==> src/rtl/mem_switch.sv <==
// Fixed-priority memory arbiter (dcache > icache > prefetch) that remembers which
// requester owns each outstanding load tag and routes completing tags back to it.
package mem_switch_pkg;
  localparam int XLEN = 32;
  localparam logic [1:0] BUS_NONE  = 2'd0;
  localparam logic [1:0] BUS_LOAD  = 2'd1;
  localparam logic [1:0] BUS_STORE = 2'd2;

  typedef enum logic [1:0] {
    OWN_FREE   = 2'd0,
    OWN_DCACHE = 2'd1,
    OWN_ICACHE = 2'd2,
    OWN_PREF   = 2'd3
  } owner_t;
endpackage

module mem_switch
  import mem_switch_pkg::*;
(
  input  logic            clock,
  input  logic            reset,
  input  logic [1:0]      dcache2mem_command,
  input  logic [XLEN-1:0] dcache2mem_addr,
  input  logic [63:0]     dcache2mem_data,
  input  logic [1:0]      icache2mem_command,
  input  logic [XLEN-1:0] icache2mem_addr,
  input  logic [1:0]      pref2mem_command,
  input  logic [XLEN-1:0] pref2mem_addr,
  input  logic [3:0]      mem2proc_response,
  input  logic [3:0]      mem2proc_tag,
  input  logic [63:0]     mem2proc_data,
  output logic [1:0]      proc2mem_command,
  output logic [XLEN-1:0] proc2mem_addr,
  output logic [63:0]     proc2mem_data,
  output logic [3:0]      mem2dcache_response,
  output logic [3:0]      mem2icache_response,
  output logic [3:0]      mem2pref_response,
  output logic [3:0]      mem2dcache_tag,
  output logic [3:0]      mem2icache_tag,
  output logic [3:0]      mem2pref_tag,
  output logic [63:0]     mem2cache_data,
  output logic            give_way,
  output logic [3:0]      dcache_outstanding,
  output logic [3:0]      icache_outstanding,
  output logic [3:0]      pref_outstanding
);

  owner_t owner [16];
  owner_t grant;
  owner_t retire_owner;
  logic   alloc;

  always_comb begin
    grant            = OWN_FREE;
    proc2mem_command = BUS_NONE;
    proc2mem_addr    = '0;
    proc2mem_data    = '0;
    if (dcache2mem_command != BUS_NONE) begin
      grant            = OWN_DCACHE;
      proc2mem_command = dcache2mem_command;
      proc2mem_addr    = dcache2mem_addr;
      proc2mem_data    = dcache2mem_data;
    end else if (icache2mem_command != BUS_NONE) begin
      grant            = OWN_ICACHE;
      proc2mem_command = icache2mem_command;
      proc2mem_addr    = icache2mem_addr;
    end else if (pref2mem_command != BUS_NONE) begin
      grant            = OWN_PREF;
      proc2mem_command = pref2mem_command;
      proc2mem_addr    = pref2mem_addr;
    end
  end

  assign mem2dcache_response = (grant == OWN_DCACHE) ? mem2proc_response : 4'd0;
  assign mem2icache_response = (grant == OWN_ICACHE) ? mem2proc_response : 4'd0;
  assign mem2pref_response   = (grant == OWN_PREF)   ? mem2proc_response : 4'd0;

  assign give_way = (pref2mem_command != BUS_NONE) &&
                    ((grant == OWN_DCACHE) || (grant == OWN_ICACHE));

  // Stores never come back with data, so only accepted loads claim a tag.
  assign alloc        = (proc2mem_command == BUS_LOAD) && (mem2proc_response != 4'd0);
  assign retire_owner = (mem2proc_tag != 4'd0) ? owner[mem2proc_tag] : OWN_FREE;

  assign mem2dcache_tag = (retire_owner == OWN_DCACHE) ? mem2proc_tag : 4'd0;
  assign mem2icache_tag = (retire_owner == OWN_ICACHE) ? mem2proc_tag : 4'd0;
  assign mem2pref_tag   = (retire_owner == OWN_PREF)   ? mem2proc_tag : 4'd0;
  assign mem2cache_data = mem2proc_data;

  function automatic logic [3:0] next_count(input logic [3:0] cnt,
                                            input logic inc, input logic dec);
    logic [3:0] result;
    result = cnt;
    if (inc && !dec && cnt != 4'd15)
      result = cnt + 4'd1;
    else if (dec && !inc && cnt != 4'd0)
      result = cnt - 4'd1;
    return result;
  endfunction

  // Allocation is written after the free so a reused tag keeps its new owner.
  always_ff @(posedge clock) begin
    if (reset) begin
      for (int k = 0; k < 16; k++)
        owner[k] <= OWN_FREE;
      dcache_outstanding <= 4'd0;
      icache_outstanding <= 4'd0;
      pref_outstanding   <= 4'd0;
    end else begin
      if (retire_owner != OWN_FREE)
        owner[mem2proc_tag] <= OWN_FREE;
      if (alloc)
        owner[mem2proc_response] <= grant;
      dcache_outstanding <= next_count(dcache_outstanding,
                                       alloc && (grant == OWN_DCACHE),
                                       retire_owner == OWN_DCACHE);
      icache_outstanding <= next_count(icache_outstanding,
                                       alloc && (grant == OWN_ICACHE),
                                       retire_owner == OWN_ICACHE);
      pref_outstanding   <= next_count(pref_outstanding,
                                       alloc && (grant == OWN_PREF),
                                       retire_owner == OWN_PREF);
    end
  end

endmodule

==> config.mk <==
export PLATFORM = sky130hd
export DESIGN_NAME = mem_switch
export DESIGN_NICKNAME = d
export VERILOG_FILES = /design/src/rtl/mem_switch.sv
export SDC_FILE = /design/constraint.sdc
export NUM_CORES = 1
export LEC_CHECK = 0
export ABC_AREA = 1
export CAP_MARGIN = 15
export CORE_AREA = 2 2 171 173
export CTS_BUF_LIST = sky130_fd_sc_hd__clkbuf_4
export DETAILED_ROUTE_END_ITERATION = 8
export DIE_AREA = 0 0 173 175
export PLACE_DENSITY_LB_ADDON = 0.1
export REMOVE_ABC_BUFFERS = 1
export SLEW_MARGIN = 30
export SYNTH_ARGS = -nofsm -noshare
export SYNTH_HDL_FRONTEND = slang
export SYNTH_SLANG_ARGS = --single-unit
==> constraint.sdc <==
create_clock -name clock -period 3.4 [get_ports clock]
set_input_delay 0.68 -clock clock [delete_from_list [all_inputs] [get_ports clock]]
set_output_delay 0.68 -clock clock [all_outputs]
set_load 0.02 [all_outputs]
# Word-level counts from Yosys, hierarchy flattened
# Memory sizes are Yosys's and may differ from the RTL's.
# Cells that the tools add are included.
# totals
register_bits	12
ram_bits	32
inputBits	240
memories	1
# op_classes
n_addsub	6
eq_ne	10
muxes	37
reduce_logical	38
# memory_table
name	depth	width	read_ports	rd_ports_with_merged_regs	wr	line_no	source
owner	16	2	1	0	16	48	owner_t owner [16];
# op_table
op	n
$mux 32	3
$mux 64	1
$mux 4	14
$reduce_bool 4->1	5
$mux 2	9
$logic_and 1x1->1	17
$reduce_bool 2->1	7
$add 4x1->4 const B	3
$ne 4x4->1 const B	3
$sub 4x1->4 const B	3
$mux 1	10
$eq 2x2->1 const B	4
$eq 2x1->1 const B	3
$logic_not 1->1	6
$reduce_or 2->1	2
$logic_or 1x1->1	1

# Logic depth before layout (Yosys ltp)
# Gate-level depths: netlist of run 1.
# depth
word_depth	12
mapped_depth	21

# Worst setup path after synthesis of run 1
# OpenSTA, ideal clock, no wires.
# synth_timing
kind	input -> register
from	input port dcache2mem_command[1]
to	register icache_outstanding[3]
setup_ns	0.115
arrival_time_ns	3.222
slack_ns	0.063
stages	17
n_path_buf	1
path_cell_list	nor2_1 > clkinv_1 > nor2_1 > buf_2 > ha_1 > nand4_1 > a21oi_1 > nand2_2 > ha_1 > nand2_1 > nand2_1 > a31oi_1 > inv_1 > nand2_1 > nand3_1 > nand2_1 > nor2_1
# synth_via
elab_chain_cells	9
# synth_rtl
item	line_no	source
start, declared	22	input logic [1:0] dcache2mem_command,
$reduce_bool 2->1	58	if (dcache2mem_command != BUS_NONE) begin
$mux 2	58	
$eq 2x1->1	82	assign alloc = (proc2mem_command == BUS_LOAD) && (mem2proc_response != 4'd0);
$logic_and 1x1->1	82	
$logic_and 1x1->1 (*)	118	alloc && (grant == OWN_ICACHE),
$logic_not 1->1	96	else if (dec && !inc && cnt != 4'd0)
$logic_and 1x1->1 (2 in series)	96	
$reduce_bool 2->1 (no source line)	-	
end signal, assigned	117	icache_outstanding <= next_count(icache_outstanding,
end, declared	44	output logic [3:0] icache_outstanding,
# Mark *: on every way between the ends. The rest lies on a longest branch, timed or not.
# A chain may end at the register's enable or synchronous reset.

# Worst setup path after layout of run 1
# layout_timing
from	input port mem2proc_tag[1]
to	output port mem2dcache_tag[0]
# layout_via
elab_chain_cells	4
# layout_rtl
item	line_no	source
start, declared	30	input logic [3:0] mem2proc_tag,
$mem_v2 16x2 or $reduce_bool 4->1 (tied branches)	-	
$mux 2 (*)	83	assign retire_owner = (mem2proc_tag != 4'd0) ? owner[mem2proc_tag] : OWN_FREE;
$eq 2x1->1 (*)	85	assign mem2dcache_tag = (retire_owner == OWN_DCACHE) ? mem2proc_tag : 4'd0;
$mux 4 (*)	85	
end, declared	38	output logic [3:0] mem2dcache_tag,
# Marks and branches as above.

==> flow_summary.json, run 1 <==
{
  "syn_avg_cell_area_sq_um": 6.02,
  "rows": 62,
  "cts_tree": "yes",
  "worstPathCellList": "clkdlybuf4s50_1 > inv_1 > nand2_1 > nand2_1 > nand2_1 > nand2_2 > nor2_4 > nand2_4 > nor2_1 > clkdlybuf4s50_1",
  "clockBufferDepth": 2,
  "timing.fmax_mhz": 297,
  "drc_errors": 0,
  "finalHoldViolations": 0,
  "startpoint_type": "input pin",
  "drive_above_1_share_pct": 12.9,
  "drt_iter0_drc": 273,
  "final_nets": 1340,
  "final.setup_skew_ps": 7.50,
  "place_congestion": 0.814,
  "crit_required_ps": 2720,
  "mostFrequentLayoutCells": "clkdlybuf4s50_1, nor2_1, nand2_1",
  "final_common_cell": "clkdlybuf4s50_1",
  "port_buffers": 310,
  "ys_seq_area_share_pct": 25.2,
  "die_h_um": 175,
  "core_area_sq_um": 28400,
  "cts.sinks": 44,
  "synth_warnings": 0,
  "fin_total_pwr_uw": 2150,
  "cp.arrival_ps": 2680,
  "dr.pass1.iters": 4,
  "timing.final.ws_setup_ps": 37.9,
  "htreeDepth": 2,
  "regToRegEndpoint": "dcache_outstanding[3]$_SDFFE_PP0P_",
  "path_class": "input pin to output pin",
  "synth_area_leader_cell": "edfxtp_1",
  "powerDensity_nw_per_um2": 251,
  "syn2layout_area_growth_pct": 79.0,
  "vias_per_cell": 4.07,
  "cp_slowest_cell": "clkdlybuf4s50_1",
  "antenna_left": 0,
  "grt_pass1_wl_um": 44400,
  "rsz0062_at_grt": "true",
  "setup_viol": 0,
  "vias": 6015,
  "cp-endpoint": "mem2dcache_tag[0]",
  "synth_seq_cells": 44,
  "cts_buffers": 5,
  "synth_ff_type": "edfxtp_1",
  "post_drt_wl_per_cell_um": 21.4,
  "grt_max_degree": 41,
  "antenna_found_initial": 12,
  "layout_min_cycle_time_ps": 3360,
  "clkTransAtPathRegs_ps": 140,
  "wl_um": 31700,
  "global_route.usage.total_pct": 20.5,
  "ys_async_sr_fraction_pct": 0,
  "place_ws_ps": -209,
  "leakage_uw": 0.00404,
  "hpwlAfterDp_um": 27900,
  "io_pins": 439,
  "slowest_delay_ps": 600,
  "synth_area_leaders": "edfxtp_1, nor2_1, nand2_1",
  "dpl_cell_area_sq_um": 8460,
  "cp_common_cell": "nand2_1",
  "initial_utilization_pct": 16.8,
  "grt_overflow": 0,
  "fin_crit_sh_pct": 98.9,
  "cp-end-kind": "output pin",
  "min_path_type": "register to register",
  "ys_types": 33,
  "cap_violations": 0,
  "synth-edff-count": 32,
  "final_area_sq_um": 8550,
  "syn-cell-area_sq_um": 4780,
  "grt_pass1_vias": 6253,
  "die_area_sq_um": 30300,
  "final_core_util_pct": 30.1,
  "cts_root_buffer": "clkbuf_4",
  "finalSetupTns_ps": 0,
  "path_max_fanout": 10,
  "status": "finished, final reports clean",
  "clk_latency_ps": 370,
  "r2r_slack_ps": 1020,
  "peakVddDrop_v": 0.0000962,
  "crit_start": "mem2proc_tag[1]",
  "final_max_slew_viol_count": 0,
  "die_w_um": 173,
  "postSynthCellCount": 793,
  "yosysTopAreaCellShare_pct": 20.1,
  "reg2regPathDepth": 18,
  "reg2reg_from": "owner[0][0]$_SDFFCE_PN0P_"
}
-- through the flow --
stage               std cells  hold slack (ps)
floorplan                 698              596
global placement         1465              552
detailed placement       1465              568
CTS                      1473              586
global route             1474              634
finish                   1479              575
-- final cells by class --
class / instances / area [sq um]
inverters: 136 / 514
flip-flops and latches: 44 / 1200
fillers: 3259 / 19800
diodes: 6 / 15.0
clock buffers: 6 / 45.0
clock inverters: 2 / 11.3
well taps: 384 / 480
repair buffers: 383 / 3820
multi-input cells: 518 / 2460
-- registers in the layout, summed over array words and instances, names as in the netlist --
signal	cells
pref_outstanding	4
owner	32
icache_outstanding	4
dcache_outstanding	4
-- worst min path at each step --
stage | to | cells past startpoint | start
floorplan | icache_outstanding[3]$_SDFFE_PP0P_ | 2 | icache_outstanding[3]$_SDFFE_PP0P_
global placement | icache_outstanding[3]$_SDFFE_PP0P_ | 2 | icache_outstanding[3]$_SDFFE_PP0P_
detailed placement | icache_outstanding[3]$_SDFFE_PP0P_ | 2 | icache_outstanding[3]$_SDFFE_PP0P_
CTS | icache_outstanding[3]$_SDFFE_PP0P_ | 2 | icache_outstanding[3]$_SDFFE_PP0P_
global route | icache_outstanding[3]$_SDFFE_PP0P_ | 2 | icache_outstanding[3]$_SDFFE_PP0P_
finish | icache_outstanding[3]$_SDFFE_PP0P_ | 2 | icache_outstanding[3]$_SDFFE_PP0P_
-- layer usage --
layer	track usage [%]	part of all wire, %
met5	5.45	0.84
met4	2.79	0.84
met3	16.5	18
met2	28.8	39
met1	24.2	41
-- report_power, final --
group	internal (uW)	switching, uW
Sequential	612	39.0
Combinational	605	620
Clock	87.0	184
Total	1300	844
-- Yosys cell counts, types with 4 or more instances --
cell / n
nor2_8: 4
a21oi_1: 72
o21ai_1: 12
ha_1: 9
edfxtp_1: 32
nand2_2: 9
inv_2: 4
dfxtp_1: 12
nand2_4: 5
nand2_1: 158
inv_1: 129
buf_2: 4
nand3_1: 23
nand4_1: 6
clkbuf_1: 21
nor2_1: 192
buf_4: 65
nor3_1: 4
o21ai_0: 5
-- critical path: cells and delay by family --
family	cells	cell delay (ps)
buf+inv	3	1270
simple gates	7	730
-- repair_timing --
| action | 4_1_cts | 5_1_grt |
|---|---|---|
| endpoints found under the setup margin | 42 | 14 |
| hold buffers | 0 | 0 |
| pin swaps | 1 | 0 |
| setup buffers | 0 | 0 |
| gates resized for setup | 31 | 8 |
-- kinds of logic after synthesis --
logic type / after synthesis / synth area share, %
other: 1 / 0.0785
xor gates and xnor gates: 3 / 0.550
adders and majority gates: 12 / 3.62
AOI/OAI and AO/OA: 95 / 10.2
DFF: 44 / 25.2
buffers and inverters: 232 / 24.0
and+or+nand+nor: 406 / 36.4
(Power assumes the default switching activity.)
==> run 2: changes to the inputs <==
ABC_CLOCK_PERIOD_IN_PS = 3400   (was not set)
SLEW_MARGIN = 40   (was 30)
==> results of run 2 <==
Same layout as run 1: the final DEF is identical, and so are final timing and power.
